## src/rtl/div_pkg.sv

```systemverilog
// Shared definitions for the iterative divider (div_iter / div_step).
//   - div_state_e : controller states IDLE / BUSY / DONE
//   - DIV_WIDTH   : operand and result width (32)
//   - DIV_ITERS   : restoring iterations per operation, one quotient bit each
//   - DIV_CNT_W   : iteration counter width; CNT_LAST is its final value
//   - abs33 / dvd_mag / div_result : operand magnitude and result fix-up helpers
package div_pkg;

  localparam int DIV_WIDTH = 32;
  localparam int DIV_ITERS = 32;
  localparam int DIV_CNT_W = 5;
  localparam logic [DIV_CNT_W-1:0] CNT_LAST = DIV_CNT_W'(DIV_ITERS - 1);

  typedef enum logic [1:0] {
    IDLE = 2'd0,
    BUSY = 2'd1,
    DONE = 2'd2
  } div_state_e;

  // 33-bit magnitude so that -2^31 has a representable absolute value.
  function automatic logic [DIV_WIDTH:0] abs33(input logic [DIV_WIDTH-1:0] v,
                                               input logic               sgn);
    return (sgn && v[DIV_WIDTH-1]) ? -{1'b1, v} : {1'b0, v};
  endfunction

  // Dividend magnitude never exceeds 2^32-1, so the low 32 bits are exact.
  function automatic logic [DIV_WIDTH-1:0] dvd_mag(input logic [DIV_WIDTH-1:0] v,
                                                   input logic               sgn);
    logic [DIV_WIDTH:0] m;
    m = abs33(v, sgn);
    return m[DIV_WIDTH-1:0];
  endfunction

  // Final result selection. Divide-by-zero ignores the magnitude datapath:
  // quotient is all ones and remainder is the untouched original dividend.
  function automatic logic [DIV_WIDTH-1:0] div_result(
    input logic                 is_mod,
    input logic                 zero,
    input logic                 neg_q,
    input logic                 neg_r,
    input logic [DIV_WIDTH-1:0] quo,
    input logic [DIV_WIDTH-1:0] rem,
    input logic [DIV_WIDTH-1:0] dvd
  );
    if (zero)   return is_mod ? dvd : '1;
    if (is_mod) return neg_r ? -rem : rem;
    return neg_q ? -quo : quo;
  endfunction

endpackage

```

## src/rtl/div_step.sv

```systemverilog
// One radix-2 restoring division iteration (purely combinational).
//   rem      : current partial remainder (always < divisor, so 32 bits suffice)
//   divisor  : 33-bit divisor magnitude
//   in_bit   : next dividend bit shifted into the partial remainder
//   rem_next : partial remainder after the trial subtraction / restore
//   q_bit    : quotient bit produced by this iteration
module div_step
  import div_pkg::*;
(
  input  logic [DIV_WIDTH-1:0] rem,
  input  logic [DIV_WIDTH:0]   divisor,
  input  logic                 in_bit,
  output logic [DIV_WIDTH-1:0] rem_next,
  output logic                 q_bit
);

  logic [DIV_WIDTH:0] shifted;

  assign shifted = {rem, in_bit};
  assign q_bit   = (shifted >= divisor);
  // The true difference is below the divisor, so a 32-bit subtract is exact.
  assign rem_next = q_bit ? (shifted[DIV_WIDTH-1:0] - divisor[DIV_WIDTH-1:0])
                          : shifted[DIV_WIDTH-1:0];

endmodule

```

## src/rtl/div_iter.sv

```systemverilog
// Iterative 32-bit integer divider (signed/unsigned, quotient or remainder).
// Restoring radix-2: one quotient bit per BUSY cycle, result 32 edges after
// the accepting edge, held in DONE until the consumer takes it.
//   clk, resetn          : clock, asynchronous active-low reset
//   div_valid/div_ready  : request handshake (ready only in IDLE)
//   div_signed           : 1 = signed operation, 0 = unsigned
//   div_is_mod           : 1 = return remainder, 0 = return quotient
//   div_dividend/divisor : operands
//   div_cancel           : flush, returns to IDLE from any state
//   res_valid/res_ready  : result handshake
//   res_data             : registered result, zero while res_valid is low
// Build option: DIV_ZERO_FAST_EN skips the BUSY iterations for a zero divisor
// (result one edge after acceptance); result values are the same either way.
module div_iter
  import div_pkg::*;
#(
  parameter int WIDTH = DIV_WIDTH
) (
  input  logic             clk,
  input  logic             resetn,
  input  logic             div_valid,
  output logic             div_ready,
  input  logic             div_signed,
  input  logic             div_is_mod,
  input  logic [WIDTH-1:0] div_dividend,
  input  logic [WIDTH-1:0] div_divisor,
  input  logic             div_cancel,
  output logic             res_valid,
  input  logic             res_ready,
  output logic [WIDTH-1:0] res_data
);

  div_state_e           state;
  logic [DIV_CNT_W-1:0] cnt;
  logic [DIV_WIDTH-1:0] rem_q;      // partial remainder
  logic [DIV_WIDTH-1:0] quo_q;      // dividend bits shift out, quotient bits shift in
  logic [DIV_WIDTH:0]   dvsr_q;     // divisor magnitude
  logic [DIV_WIDTH-1:0] dvd_q;      // original dividend (divide-by-zero remainder)
  logic                 neg_q;
  logic                 neg_r;
  logic                 is_mod;
  logic                 dvsr_zero;

  logic [DIV_WIDTH-1:0] step_rem;
  logic                 step_q;
  logic [DIV_WIDTH-1:0] result;
  logic                 zero_in;

  div_step u_step (
    .rem      (rem_q),
    .divisor  (dvsr_q),
    .in_bit   (quo_q[DIV_WIDTH-1]),
    .rem_next (step_rem),
    .q_bit    (step_q)
  );

  // Valid on the last BUSY cycle (step outputs complete the quotient) and
  // for the zero-divisor case, where the override ignores the datapath.
  assign result = div_result(is_mod, dvsr_zero, neg_q, neg_r,
                             {quo_q[DIV_WIDTH-2:0], step_q}, step_rem, dvd_q);

  assign zero_in   = (div_divisor == '0);
  assign div_ready = (state == IDLE);

  always_ff @(posedge clk or negedge resetn) begin
    if (!resetn) begin
      state     <= IDLE;
      cnt       <= '0;
      rem_q     <= '0;
      quo_q     <= '0;
      dvsr_q    <= '0;
      dvd_q     <= '0;
      neg_q     <= 1'b0;
      neg_r     <= 1'b0;
      is_mod    <= 1'b0;
      dvsr_zero <= 1'b0;
      res_valid <= 1'b0;
      res_data  <= '0;
    end else if (div_cancel) begin
      // Flush wins over every handshake, including a coincident request.
      state     <= IDLE;
      cnt       <= '0;
      res_valid <= 1'b0;
      res_data  <= '0;
    end else begin
      case (state)
        IDLE: begin
          if (div_valid) begin
            rem_q     <= '0;
            quo_q     <= dvd_mag(div_dividend, div_signed);
            dvsr_q    <= abs33(div_divisor, div_signed);
            dvd_q     <= div_dividend;
            neg_q     <= div_signed & (div_dividend[DIV_WIDTH-1] ^ div_divisor[DIV_WIDTH-1]);
            neg_r     <= div_signed & div_dividend[DIV_WIDTH-1];
            is_mod    <= div_is_mod;
            dvsr_zero <= zero_in;
            cnt       <= '0;
`ifdef DIV_ZERO_FAST_EN
            state     <= zero_in ? DONE : BUSY;
`else
            state     <= BUSY;
`endif
          end
        end
        BUSY: begin
          rem_q <= step_rem;
          quo_q <= {quo_q[DIV_WIDTH-2:0], step_q};
          cnt   <= cnt + 1'b1;
          if (cnt == CNT_LAST) begin
            state     <= DONE;
            res_valid <= 1'b1;
            res_data  <= result;
          end
        end
        DONE: begin
          if (!res_valid) begin
            // Zero-divisor fast path enters DONE with the result not yet out.
            res_valid <= 1'b1;
            res_data  <= result;
          end else if (res_ready) begin
            state     <= IDLE;
            res_valid <= 1'b0;
            res_data  <= '0;
          end
        end
        default: state <= IDLE;
      endcase
    end
  end

endmodule

```

## config.mk

```make
export PLATFORM = sky130hd
export DESIGN_NAME = div_iter
export DESIGN_NICKNAME = d
export VERILOG_FILES = /design/src/rtl/div_pkg.sv /design/src/rtl/div_step.sv /design/src/rtl/div_iter.sv
export SDC_FILE = /design/constraint.sdc
export NUM_CORES = 1
export LEC_CHECK = 0
export CORE_AREA = 3 3 153 155
export DETAILED_ROUTE_END_ITERATION = 10
export DIE_AREA = 0 0 156 158
export PLACE_DENSITY_LB_ADDON = 0.25
export SLEW_MARGIN = 20
export SYNTH_ARGS = -nofsm -noshare
export SYNTH_HDL_FRONTEND = slang
export SYNTH_SLANG_ARGS = --single-unit
```

## constraint.sdc

```tcl
create_clock -name clk -period 5.8 [get_ports clk]
set_clock_uncertainty 0.2 [all_clocks]
set_input_delay 1.74 -clock clk [delete_from_list [all_inputs] [get_ports clk]]
set_output_delay 1.74 -clock clk [all_outputs]
set_load 0.01 [all_outputs]
```

# After elaboration in Yosys (flattened, before gate mapping)

Index checks and enable logic that the tools add are counted.

Output and inout port bits: 34
Flip-flop bits (word level): 173
Bits of input ports: 71

Add/subtract/negate cells: 6
Bitwise logic cells: 4
Multiplexer cells: 36
Order comparisons: 1
Equal/unequal tests: 9
Reductions and logical operators: 13

Operators by type and width:

| operator                                                               | number |
|---|---|
| 32-bit 2-to-1 mux                                                      | 15 |
| 32-bit one-hot mux with 2 select lines                                 | 3 |
| 32-bit negation                                                        | 3 |
| 33-bit >= comparator                                                   | 1 |
| 33-bit 2-to-1 mux                                                      | 1 |
| 33-bit negation                                                        | 1 |
| 32-bit zero test                                                       | 1 |
| 32-bit subtractor                                                      | 1 |
| 2-bit 2-to-1 mux                                                       | 5 |
| 5-bit 2-to-1 mux                                                       | 2 |
| 5-bit one-hot mux with 2 select lines                                  | 1 |
| 3-bit != test (second input constant)                                  | 3 |
| 3-bit AND reduction                                                    | 3 |
| 1-bit 2-to-1 mux                                                       | 7 |
| 2-bit one-hot mux with 3 select lines                                  | 1 |
| 3-bit nonzero test                                                     | 2 |
| 5-bit by 1-bit adder with 5-bit output (second input constant)         | 1 |
| 5-bit equality test (second input constant)                            | 1 |
| 4-bit != test (second input constant)                                  | 1 |
| 2-bit AND reduction                                                    | 2 |
| 4-bit AND reduction                                                    | 1 |
| 3-bit by 2-bit != test with 1-bit output (second input constant)       | 1 |
| 1-bit AND                                                              | 2 |
| 2-bit by 1-bit equality test with 1-bit output (second input constant) | 1 |
| 8 further kinds                                                        | 9 |

# Depth between registers and ports, before layout

Gate-level depths: netlist of the first run.

Depth in word-level cells: 10
Gate-level depth with buffers: 22
Depth with buffers taken out: 18

# By module

From an unflattened synthesis of the first run, not the netlist that was laid out.

Cells, all modules: 1497
Area, all modules: 12562.0 um^2

Modules (own cells, without submodules):

| module   | area an instance (um^2) | cells each | times used |
|---|---|---|---|
| div_iter | 9978.3                  | 1142       | 1 |
| div_step | 2583.7                  | 355        | 1 |

# Worst setup path before layout of the first run

Ideal clock, no wire load.

Path type: register -> register
From: reg rem_q[25]
To: reg res_data[24]
Buffers on the path: 4
Period minus slack after synthesis: 4849 ps
Path slack: 951 ps
Stages on the path, launching flop included: 22
Library setup time: 127 ps
Arrival: 4522 ps
Path through: dfrtp_1 > ha_1 > buf_2 > a21o_1 > a31o_1 > a221oi_2 > o211a_4 > o21ai_2 > inv_2 > buf_2 > buf_4 > buf_2 > ha_1 > nand4b_1 > or4_1 > or3_1 > o31ai_1 > xnor2_1 > o21ai_0 > nand2_1 > a22oi_1 > o21ai_1

Longest elaborated chain between the ends: 10
Elaborated cells on any way between the ends: 13
Those cells by class: add/sub: 2; order compare: 1; mux: 10

RTL lines:

| element                                     | line                             | text |
|---|---|---|
| start: declaration                          | div_iter.sv:35                   | `logic [DIV_WIDTH-1:0] rem_q;` |
| start signal: assignment                    | div_iter.sv:106                  | `rem_q <= step_rem;` |
| 33-bit >= comparator (*)                    | div_step.sv:20                   | `assign q_bit = (shifted >= divisor);` |
| 32-bit 2-to-1 mux                           | div_step.sv:22                   | `assign rem_next = q_bit ? (shifted[DIV_WIDTH-1:0] - divisor[DIV_WIDTH-1:0])` |
| 32-bit negation                             | div_pkg.sv:46                    | `if (is_mod) return neg_r ? -rem : rem;` |
| 32-bit 2-to-1 mux (2 in a row)              | div_pkg.sv:46                    |  |
| 32-bit 2-to-1 mux (*)                       | div_pkg.sv:47                    | `return neg_q ? -quo : quo;` |
| 32-bit 2-to-1 mux (*)                       | div_pkg.sv:46                    |  |
| 32-bit 2-to-1 mux, on equally long branches | div_iter.sv:116, div_iter.sv:109 |  |
| 32-bit one-hot mux with 2 select lines (*)  | div_iter.sv:86                   | `case (state)` |
| 32-bit 2-to-1 mux (*)                       | div_iter.sv:79                   | `end else if (div_cancel) begin` |
| end signal: assignment                      | div_iter.sv:112                  | `res_data <= result;` |
| end signal: assignment                      | div_iter.sv:119                  | `res_data <= result;` |
| end: declaration                            | div_iter.sv:30                   | `output logic [WIDTH-1:0] res_data` |

Mark *: on every way between the ends. The rest lies on a longest branch, timed or not. The select of a mux whose other input is x is not followed.
A chain may end at the register's enable or synchronous reset.

# Worst setup path in the final report of the first run

From: reg rem_q[11]
To: reg res_data[24]

Longest elaborated chain between the ends: 10
Elaborated cells on any way between the ends: 14
Those cells by class: add/sub: 3; order compare: 1; mux: 10

RTL lines:

| element                                                   | line |
|---|---|
| 32-bit subtractor or 33-bit >= comparator (tied branches) | div_step.sv:22, div_step.sv:20 |
| 32-bit 2-to-1 mux                                         | div_step.sv:22 |
| 32-bit negation                                           | div_pkg.sv:46 |
| 32-bit 2-to-1 mux (2 in a row)                            | div_pkg.sv:46 |
| 32-bit 2-to-1 mux (*)                                     | div_pkg.sv:47 |
| 32-bit 2-to-1 mux (*)                                     | div_pkg.sv:46 |
| 32-bit 2-to-1 mux, on equally long branches               | div_iter.sv:116, div_iter.sv:109 |
| 32-bit one-hot mux with 2 select lines (*)                | div_iter.sv:86 |
| 32-bit 2-to-1 mux (*)                                     | div_iter.sv:79 |

Marked as above.

==> results of run 1 <==
-- worst max-delay path, stage by stage, from the launching register on --
cell and delay (ns):
sky130_fd_sc_hd__dfrtp_1 0.46, sky130_fd_sc_hd__ha_1 0.41, sky130_fd_sc_hd__a21oi_1 0.27, sky130_fd_sc_hd__o21ai_1 0.19, sky130_fd_sc_hd__a22o_1 0.31, sky130_fd_sc_hd__nor3_2 0.61
sky130_fd_sc_hd__o21ai_4 0.13, sky130_fd_sc_hd__inv_2 0.16, sky130_fd_sc_hd__ha_1 0.26, sky130_fd_sc_hd__nand4b_1 0.13, sky130_fd_sc_hd__buf_4 0.21, sky130_fd_sc_hd__or4_1 0.52
sky130_fd_sc_hd__or3_1 0.42, sky130_fd_sc_hd__o31ai_1 0.26, sky130_fd_sc_hd__xnor2_1 0.09, sky130_fd_sc_hd__o21ai_0 0.15, sky130_fd_sc_hd__nand2_1 0.07, sky130_fd_sc_hd__a22oi_1 0.15
sky130_fd_sc_hd__o21ai_1 0.09
-- power by group --
group / internal (uW) / switching (uW)
combinational: 1740 / 3080
sequential: 1410 / 285
clock: 566 / 551
total: 3720 / 3910
-- per-layer routing --
layer,track usage (%),vias to the layer above
li1,-,6184
met1,43.0,6279
met2,52.4,605
met3,6.07,102
met4,11.2,0
met5,0,-
-- worst paths after layout --
path | cells past startpoint | endpoint
setup / recovery | 18 | res_data[24]
min in group asynchronous | 1 | dvd_q[3]
setup reg to reg | 18 | res_data[24]
hold / removal | 2 | dvd_q[9]
hold reg to reg | 2 | dvd_q[9]
max in group asynchronous | 2 | dvsr_q[23]
-- registers in the layout (all words and copies together) (netlist names) --
| signal | cells |
|---|---|
| neg_q | 1 |
| quo_q | 32 |
| is_mod | 1 |
| dvsr_q | 33 |
| dvsr_zero | 1 |
| dvd_q | 32 |
| rem_q | 32 |
| res_data | 32 |
| res_valid | 1 |
| neg_r | 1 |
| cnt | 5 |
| state | 2 |
-- cell type report --
class	count	area [um2]	area share, %
Clock buffer	18	429	2.86
Timing Repair Buffer	123	1190	7.92
Inverter	63	236	1.58
Tap cell	280	350	2.34
Sequential cell	173	4330	28.9
Clock inverter	14	131	0.876
Multi-Input combinational cell	1370	8320	55.5
-- through the flow --
stage,setup WS (ns),instances,instance area [um2]
global route,0.247,2041,15000
global placement,0.536,2009,14400
floorplan,0.951,1696,13200
CTS,0.745,2041,15000
detailed placement,0.459,2009,14400
finish,0.589,2041,15000
-- cells in the mapped netlist (all sizes together), types with 4 or more instances --
master	instances	share of area (%)
a31oi	15	0.71
nor2b	5	0.24
a21o	14	0.80
o211ai	22	1.3
a22oi	6	0.38
nor4	22	1.1
and4	7	0.46
a32o	11	0.83
a31o	5	0.33
dfrtp	173	33
or3	19	0.94
o31ai	27	1.8
o41ai	14	1.1
nand4	17	0.81
a221oi	5	0.38
o31a	7	0.46
xor2	45	3.0
buf	21	0.90
o21ai	195	7.4
nand2	309	8.8
a22o	8	0.53
o21bai	5	0.28
o211a	8	0.66
a21oi	126	4.8
ha	39	3.7
clkbuf	69	2.0
inv	62	1.8
and2	17	0.81
o221ai	9	0.69
a211o	7	0.46
nand3	24	0.91
or4	12	0.71
and3	12	0.57
nor3	43	1.7
nand2b	15	0.71
xnor2	73	4.8
mux2	5	0.43
nor3b	4	0.23
mux2i	30	2.3
a211oi	16	0.99
or2	7	0.33
nor2	129	3.7
-- logic make-up after synthesis --
group                      share of synthesized area, %
and+or+nand+nor                                    22.6
AOI/OAI and AO/OA                                  25.6
DFF                                                32.8
buffers and inverters                              4.65
xor gates and xnor gates                           7.82
adders and majority gates                          3.85
muxes                                              2.70
==> flow_metrics.py, run 1 <==
metrics = {
    "outcome": {
        "status": "complete, no violations",
    },
    "final_layout": {
        "leading_cell_types_in_the_layout_fill_and_taps_excluded": "sky130_fd_sc_hd__nand2_1, sky130_fd_sc_hd__o21ai_0, sky130_fd_sc_hd__dfrtp_1",
        "layout_commonest_cell": "sky130_fd_sc_hd__nand2_1",
        "final_core_util_pct": 68.3,
        "insertedDiodeCount": 0,
        "drive_above_1_share_pct": 5.68,
        "fill_cells": 1901,
        "area_growth_syn_to_layout_pct": 13.5,
        "nNetsFinal": 1859,
    },
    "clock_network": {
        "max-clock-path-buffers": 2,
        "post_cts_buffers": 0,
        "clk_transition_reported_paths_ns": 0.07,
        "holdBufCountCts": 0,
        "clock_latency_late_sink_ns": 0.44,
        "tritoncts": "done",
        "post_cts.resized_instances": 0,
        "cts-htree-levels": 4,
        "clock_tree.root_cell": "sky130_fd_sc_hd__clkbuf_16",
        "cts-buffers-inserted": 17,
        "clock-sinks": 173,
    },
    "grt": {
        "antenna_found_initial": 0,
        "largest_net_degree_at_the_start_of_global_routing": 112,
        "grt_pass1_wl_mm": 63.5,
        "gr-usage-all-layers_pct": 32.1,
        "globalRoute.totalOverflow": 0,
        "first_global_vias": 12300,
    },
    "route": {
        "drtAntennaViolNets": 0,
        "dr_wl_cell_um": 19.5,
        "drc": 0,
        "met1_length_mm": 16.2,
        "drt-initial-drc-count": 1455,
        "highest_signal_layer_in_the_routed_design": "met4",
        "drtPass1Iterations": 7,
        "met3WireLength_mm": 3.41,
        "route.met2.wl_mm": 18.8,
        "via_count": 13200,
        "routed_wl_mm": 39.7,
        "routed_via_density": 6.45,
    },
    "floorplanning": {
        "core_area_um2": 22000,
        "design.portCount": 105,
        "die-area_um2": 24600,
        "initial_utilization_pct": 60.1,
        "die-width_um": 156,
        "rows": 54,
        "die_height_um": 158,
    },
    "yosys": {
        "synth_edf_count": 0,
        "synth_sequential_area_ratio_pct": 32.8,
        "postSynthAreaPerCell_um2": 7.79,
        "synthFlopType": "sky130_fd_sc_hd__dfrtp_1",
        "synthDistinctLibCells": 89,
        "synthesis.instances": 1696,
        "mappedNetlistNets": 1807,
        "synth_seq_cells": 173,
        "synth_area_um2": 13200,
        "synth_async_sr_flop_share_pct": 100,
        "yosys_warnings": 0,
    },
    "placed_design": {
        "gp_congestion": 0.936,
        "post-dp-hpwl_mm": 29.2,
        "portbufs": 104,
    },
    "pwr": {
        "leakage_uw": 0.00640,
        "power.ir.vdd_worst_mv": 0.364,
        "p_per_area_nw_per_um2": 509,
        "finalPower_uw": 7630,
    },
    "timing": {
        "totalNegativeSetupSlack_ns": 0,
        "period_minus_slack_ns": 5.21,
        "number_of_setup_violations_in_the_final_report": 0,
        "drv_slew": 0,
        "maxSlewHeadroom_pct": 24.5,
        "fmax_ghz": 0.192,
        "final_worst_path_cycle_share_pct": 89.8,
        "rsz_0062_raised_after_global_routing": "no",
        "worst-slew-pin-transition_ns": 1.13,
        "fin_hold_ws_ns": 0.279,
        "report.final.hold_viol_count": 0,
    },
    "min_path": {
        "worstHoldPathType": "flop to flop",
        "hold_path.startpoint": "dvd_q[9]",
    },
    "setup_path": {
        "crit-reg2reg-launch": "rem_q[11]",
        "worst_setup_path_startpoint": "rem_q[11]",
        "critPathCaptureType": "flop",
        "cp_max_fo": 8,
        "critical_path_class": "flop to flop",
        "cp.required_ns": 5.92,
        "cp-start-kind": "flop",
        "timing.critical_path.arrival_ns": 5.33,
        "reg2reg_slack_ns": 0.59,
    },
    "flow_run": {
        "number_of_violations_of_the_max_capacitance_limit": 0,
    },
}
No activity file was read; power rests on OpenSTA's default activity.
==> inputs of run 2 (changes only) <==
--- a/config.mk
+++ b/config.mk
@@ -5,9 +5,9 @@
 export SDC_FILE = /design/constraint.sdc
 export NUM_CORES = 1
 export LEC_CHECK = 0
-export CORE_AREA = 3 3 153 155
+export CORE_AREA = 3 3 196 121
 export DETAILED_ROUTE_END_ITERATION = 10
-export DIE_AREA = 0 0 156 158
+export DIE_AREA = 0 0 199 124
 export PLACE_DENSITY_LB_ADDON = 0.25
 export SLEW_MARGIN = 20
 export SYNTH_ARGS = -nofsm -noshare
==> flow_metrics.py, run 2 (synthesis gave the netlist of run 1 again) <==
metrics = {
    "grt": {
        "globalRoute.totalOverflow": 0,
        "gr-usage-all-layers_pct": 34.3,
        "antenna_found_initial": 0,
        "first_global_vias": 12200,
        "largest_net_degree_at_the_start_of_global_routing": 101,
        "grt_pass1_wl_mm": 66.1,
    },
    "setup_path": {
        "reg2reg_slack_ns": 0.62,
        "worst_path_max_delay_cell": "sky130_fd_sc_hd__nor3_2",
        "max_stage_delay_ns": 0.61,
        "worst_path_top_cell_family_by_delay": "simple AND/OR/NAND/NOR gates",
        "timing.critical_path.arrival_ns": 5.32,
        "path_depth": 18,
        "critical_path.cell_chain": "ha_1 -> a21oi_1 -> o21ai_1 -> a22o_1 -> nor3_2 -> o21ai_4 -> inv_2 -> ha_1 -> nand4b_1 -> buf_4 -> or4_1 -> or3_1 -> o31ai_1 -> xnor2_1 -> o21ai_0 -> nand2_1 -> a22oi_1 -> o21ai_1",
        "cp_max_fo": 8,
        "critPathCaptureType": "flop",
        "worst_setup_path_startpoint": "rem_q[11]",
        "cp.required_ns": 5.94,
        "regToRegEndpoint": "res_data[24]",
        "critical_path_class": "flop to flop",
        "cp-start-kind": "flop",
        "timing.critical_path.buf_inv": 2,
        "endpoint": "res_data[24]",
        "worst-r2r-cell-count": 18,
        "crit-reg2reg-launch": "rem_q[11]",
    },
    "floorplanning": {
        "rows": 42,
        "die-area_um2": 24700,
        "die-width_um": 199,
        "design.portCount": 105,
        "core_area_um2": 22000,
        "die_height_um": 124,
        "initial_utilization_pct": 60.0,
    },
    "placed_design": {
        "gp_congestion": 0.958,
        "post-dp-hpwl_mm": 31.6,
        "portbufs": 104,
        "placement.setup.worst_slack_ns": 0.719,
    },
    "timing": {
        "number_of_setup_violations_in_the_final_report": 0,
        "fmax_ghz": 0.193,
        "worst-slew-pin-transition_ns": 1.18,
        "period_minus_slack_ns": 5.18,
        "final_worst_path_cycle_share_pct": 89.4,
        "totalNegativeSetupSlack_ns": 0,
        "setup_slack_ns": 0.615,
        "maxSlewHeadroom_pct": 20.7,
        "rsz_0062_raised_after_global_routing": "no",
        "report.final.hold_viol_count": 0,
        "drv_slew": 0,
    },
    "outcome": {
        "status": "complete, no violations",
    },
    "clock_network": {
        "clock_latency_late_sink_ns": 0.46,
        "clk_transition_reported_paths_ns": 0.07,
        "post_cts.resized_instances": 0,
        "post_cts_buffers": 0,
        "clock_tree.root_cell": "sky130_fd_sc_hd__clkbuf_16",
        "tritoncts": "done",
        "clock-sinks": 173,
        "cts-buffers-inserted": 17,
        "holdBufCountCts": 0,
        "cts-htree-levels": 4,
        "max-clock-path-buffers": 2,
    },
    "route": {
        "dr_wl_cell_um": 20.6,
        "drt-initial-drc-count": 1739,
        "via_count": 13600,
        "routed_wl_mm": 42.4,
        "drc": 0,
        "drtAntennaViolNets": 0,
        "routed_via_density": 6.61,
        "drtPass1Iterations": 8,
    },
    "min_path": {
        "worstHoldPathType": "flop to flop",
        "hold_path.startpoint": "dvsr_q[2]",
    },
    "final_layout": {
        "area_growth_syn_to_layout_pct": 14.6,
        "fill_cells": 1833,
        "leading_cell_types_in_the_layout_fill_and_taps_excluded": "sky130_fd_sc_hd__nand2_1, sky130_fd_sc_hd__o21ai_0, sky130_fd_sc_hd__dfrtp_1",
        "insertedDiodeCount": 0,
        "drive_above_1_share_pct": 6.31,
        "nNetsFinal": 1872,
        "largest_register": "dvsr_q",
        "layout_commonest_cell": "sky130_fd_sc_hd__nand2_1",
        "final_core_util_pct": 68.8,
        "largest_reg_flops": 33,
    },
    "pwr": {
        "power.ir.vdd_worst_mv": 0.348,
        "p_per_area_nw_per_um2": 521,
        "leakage_uw": 0.00648,
    },
    "flow_run": {
        "number_of_violations_of_the_max_capacitance_limit": 0,
    },
}
==> run 2: cell count changes in the layout (fill, tap and decap cells not counted), sizes merged <==
| cell | change |
|---|---|
| buf | +14 |
| clkinv | -3 |
| clkinvlp | +2 |
| bufinv | +1 |
| clkbuf | -1 |
==> run 2: how the worst min path moves through the flow <==
stage,cells after the start,to
floorplan,2,dvd_q[10]
global placement,2,dvd_q[21]
detailed placement,2,dvd_q[21]
CTS,2,dvd_q[21]
global route,2,dvd_q[22]
finish,2,dvsr_q[2]
==> run 2: worst reg2reg max path, stage by stage, from the launching register on <==
cell,delay [ns]
sky130_fd_sc_hd__dfrtp_1,0.44
sky130_fd_sc_hd__ha_1,0.40
sky130_fd_sc_hd__a21oi_1,0.30
sky130_fd_sc_hd__o21ai_1,0.20
sky130_fd_sc_hd__a22o_1,0.30
sky130_fd_sc_hd__nor3_2,0.61
sky130_fd_sc_hd__o21ai_4,0.14
sky130_fd_sc_hd__inv_2,0.14
sky130_fd_sc_hd__ha_1,0.24
sky130_fd_sc_hd__nand4b_1,0.13
sky130_fd_sc_hd__buf_4,0.21
sky130_fd_sc_hd__or4_1,0.49
sky130_fd_sc_hd__or3_1,0.39
sky130_fd_sc_hd__o31ai_1,0.28
sky130_fd_sc_hd__xnor2_1,0.09
sky130_fd_sc_hd__o21ai_0,0.16
sky130_fd_sc_hd__nand2_1,0.07
sky130_fd_sc_hd__a22oi_1,0.17
sky130_fd_sc_hd__o21ai_1,0.09
==> run 2: through the flow <==
step	power, uW	instances	cell area [um2]	hold WS (ns)
floorplan	5220	1696	13200	0.240
global placement	6440	2027	14500	0.257
detailed placement	6520	2027	14500	0.258
CTS	7700	2059	15100	0.275
global route	8350	2060	15100	0.304
finish	7890	2060	15100	0.278
==> run 2: layer usage <==
layer	share of wire (%)	global-route usage, %	up-vias
li1	-	-	6229
met1	45	51.3	6509
met2	42	49.2	793
met3	12	9.33	79
met4	1.8	8.38	0
met5	0	0	-
==> run 2: report_power, final <==
| part | switching [uW] | total, uW | internal [uW] |
|---|---|---|---|
| clock | 549 | 1160 | 610 |
| sequential | 272 | 1690 | 1410 |
| combinational | 3230 | 5050 | 1820 |
| total | 4050 | 7890 | 3840 |
==> run 2: cell type report <==
class / count / area (um2) / area share, %
clock buffers: 18 / 439 / 2.90
inverters: 63 / 236 / 1.56
flip-flops and latches: 173 / 4330 / 28.6
repair buffers: 136 / 1330 / 8.77
clock inverters: 14 / 131 / 0.868
well taps: 286 / 358 / 2.36
multi-input cells: 1370 / 8320 / 54.9
==> inputs of run 3 (changes only) <==
--- a/config.mk
+++ b/config.mk
@@ -5,11 +5,10 @@
 export SDC_FILE = /design/constraint.sdc
 export NUM_CORES = 1
 export LEC_CHECK = 0
-export CORE_AREA = 3 3 196 121
+export CORE_AREA = 3 3 161 147
 export DETAILED_ROUTE_END_ITERATION = 10
-export DIE_AREA = 0 0 199 124
+export DIE_AREA = 0 0 164 150
 export PLACE_DENSITY_LB_ADDON = 0.25
-export SLEW_MARGIN = 20
 export SYNTH_ARGS = -nofsm -noshare
 export SYNTH_HDL_FRONTEND = slang
 export SYNTH_SLANG_ARGS = --single-unit
==> constraint.sdc (replaced) <==
create_clock -name clk -period 5.2 [get_ports clk]
set_clock_uncertainty 0.2 [all_clocks]
set_input_delay 1.56 -clock clk [delete_from_list [all_inputs] [get_ports clk]]
set_output_delay 1.56 -clock clk [all_outputs]
set_load 0.01 [all_outputs]
==> flow_metrics.py, run 3 (synthesis gave the netlist of run 1 again) <==
metrics = {
    "outcome": {
        "status": "complete, no violations",
    },
    "setup_path": {
        "reg2reg_slack_ns": 0.18,
        "critPathCaptureType": "flop",
        "worst_path_max_delay_cell": "sky130_fd_sc_hd__nor4_1",
        "timing.critical_path.arrival_ns": 5.21,
        "cp.required_ns": 5.38,
        "critical_path.cell_chain": "ha_1 -> nand4_1 -> nor4_1 -> nand4_1 -> o211a_4 -> o21ai_4 -> inv_2 -> mux2i_1 -> ha_1 -> inv_1 -> or2_2 -> mux2i_1 -> nand4_1 -> nor4_1 -> mux2i_1 -> a32o_1",
        "critical_path_class": "flop to flop",
        "cp-start-kind": "flop",
        "max_stage_delay_ns": 0.74,
        "cp_max_fo": 9,
    },
    "floorplanning": {
        "die-width_um": 164,
        "initial_utilization_pct": 59.2,
        "die-area_um2": 24600,
        "core_area_um2": 22300,
        "design.portCount": 105,
        "die_height_um": 150,
        "rows": 52,
    },
    "placed_design": {
        "placedCellCount": 2039,
        "gp_congestion": 0.983,
        "post-dp-hpwl_mm": 29.5,
        "placement.setup.worst_slack_ns": 0.221,
        "portbufs": 104,
    },
    "clock_network": {
        "clock-sinks": 173,
        "clock_latency_late_sink_ns": 0.45,
        "clk_transition_reported_paths_ns": 0.08,
        "cts-htree-levels": 4,
        "max-clock-path-buffers": 2,
        "post_cts_buffers": 0,
        "clock_tree.root_cell": "sky130_fd_sc_hd__clkbuf_16",
        "cts-buffers-inserted": 17,
        "tritoncts": "done",
    },
    "final_layout": {
        "fill_cells": 1902,
        "insertedDiodeCount": 0,
        "layout_commonest_cell": "sky130_fd_sc_hd__nand2_1",
        "nNetsFinal": 1872,
        "leading_cell_types_in_the_layout_fill_and_taps_excluded": "sky130_fd_sc_hd__nand2_1, sky130_fd_sc_hd__o21ai_0, sky130_fd_sc_hd__dfrtp_1",
        "largest_register": "dvsr_q",
        "final_cells": 2071,
        "seqCellArea_um2": 4330,
        "largest_reg_flops": 33,
        "area_growth_syn_to_layout_pct": 15.0,
        "multi_input_area_um2": 8320,
        "drive_above_1_share_pct": 6.20,
    },
    "grt": {
        "layer_with_the_highest_usage": "met2",
        "use_met2_pct": 50.8,
        "global_route.usage.met1_pct": 47.3,
        "gr-usage-all-layers_pct": 32.7,
        "globalRoute.totalOverflow": 0,
        "largest_net_degree_at_the_start_of_global_routing": 97,
        "first_global_vias": 12400,
        "grt_pass1_wl_mm": 64.1,
        "grtUsageMet3_pct": 4.12,
        "antenna_found_initial": 0,
    },
    "timing": {
        "rsz_0062_raised_after_global_routing": "no",
        "worst-slew-pin-transition_ns": 1.28,
        "drv_slew": 0,
        "totalNegativeSetupSlack_ns": 0,
        "maxSlewHeadroom_pct": 14.3,
        "final_worst_path_cycle_share_pct": 96.6,
        "fmax_ghz": 0.199,
        "period_minus_slack_ns": 5.02,
        "number_of_setup_violations_in_the_final_report": 0,
        "setup_slack_ns": 0.176,
        "report.final.hold_viol_count": 0,
    },
    "route": {
        "dr_wl_cell_um": 19.3,
        "via_count": 13300,
        "drt-initial-drc-count": 1406,
        "drtPass1Iterations": 6,
        "routed_wl_mm": 40.0,
        "drc": 0,
        "drtAntennaViolNets": 0,
        "routed_via_density": 6.41,
    },
    "flow_run": {
        "number_of_violations_of_the_max_capacitance_limit": 0,
    },
    "pwr": {
        "power.ir.vdd_worst_mv": 0.576,
        "leakage_uw": 0.00651,
        "p_per_area_nw_per_um2": 576,
    },
    "min_path": {
        "worstHoldPathType": "flop to flop",
    },
}
==> run 3: cell types whose count changed in the layout (fill, tap and decap cells not counted), sizes merged <==
cell	previous run	this run
clkinv	4	6
inv	68	69
clkinvlp	4	1
==> run 3: per-layer routing <==
metal / wire length (um) / vias to the layer above
met4: 1190 / 0
li1: - / 6223
met3: 3120 / 93
met1: 17500 / 6361
met5: 0 / -
met2: 18100 / 607
==> run 3: layout make-up <==
| class | count | area share [%] |
|---|---|---|
| inverter | 63 | 1.56 |
| timing repair buffer | 136 | 8.69 |
| sequential | 173 | 28.5 |
| tap | 297 | 2.45 |
| clock inverter | 14 | 1.12 |
| multi-input combinational | 1370 | 54.8 |
| clock buffer | 18 | 2.89 |
==> run 3: power breakdown <==
part           switching [uW]  internal, uW
clock network             634           702
registers                 279          1580
logic                    3520          2040
==> run 3: critical path: cells and delay by family, from the launching register on <==
kind,cells,cell delay (ns)
AOI/OAI and AO/OA,3,0.54
adders and majority gates,2,0.67
buffers and inverters,2,0.14
DFF,1,0.41
muxes,3,0.77
and+or+nand+nor,6,2.22
==> run 3: path summary, 6_finish.rpt <==
| kind | cells past startpoint | to | from |
|---|---|---|---|
| worst max-delay path | 16 | res_data[28] | rem_q[28] |
| worst min-delay path | 2 | dvsr_q[24] | dvsr_q[24] |
| worst max register to register | 16 | res_data[28] | rem_q[28] |
| worst min register to register | 2 | dvsr_q[24] | dvsr_q[24] |
| max in group asynchronous | 2 | dvd_q[19] | resetn |
| min in group asynchronous | 1 | quo_q[5] | resetn |
==> run 3: repair_timing <==
| item | 4_1_cts | 5_1_grt |
|---|---|---|
| endpoints found under the setup margin | 0 | 2 |
| hold buffers | 0 | 0 |
| gates resized for setup | 0 | 1 |
==> run 3: per-stage QoR <==
| step | instance area [um2] | util (%) | total power [uW] | hold slack (ns) |
|---|---|---|---|---|
| after floorplan | 13200 | - | 5820 | 0.240 |
| after global placement | 14600 | 65.3 | 7150 | 0.254 |
| after detailed placement | 14600 | 65.3 | 7240 | 0.266 |
| after CTS | 15200 | 68.0 | 8600 | 0.287 |
| after global routing | 15200 | 68.0 | 9330 | 0.309 |
| final | 15200 | 68.0 | 8750 | 0.279 |
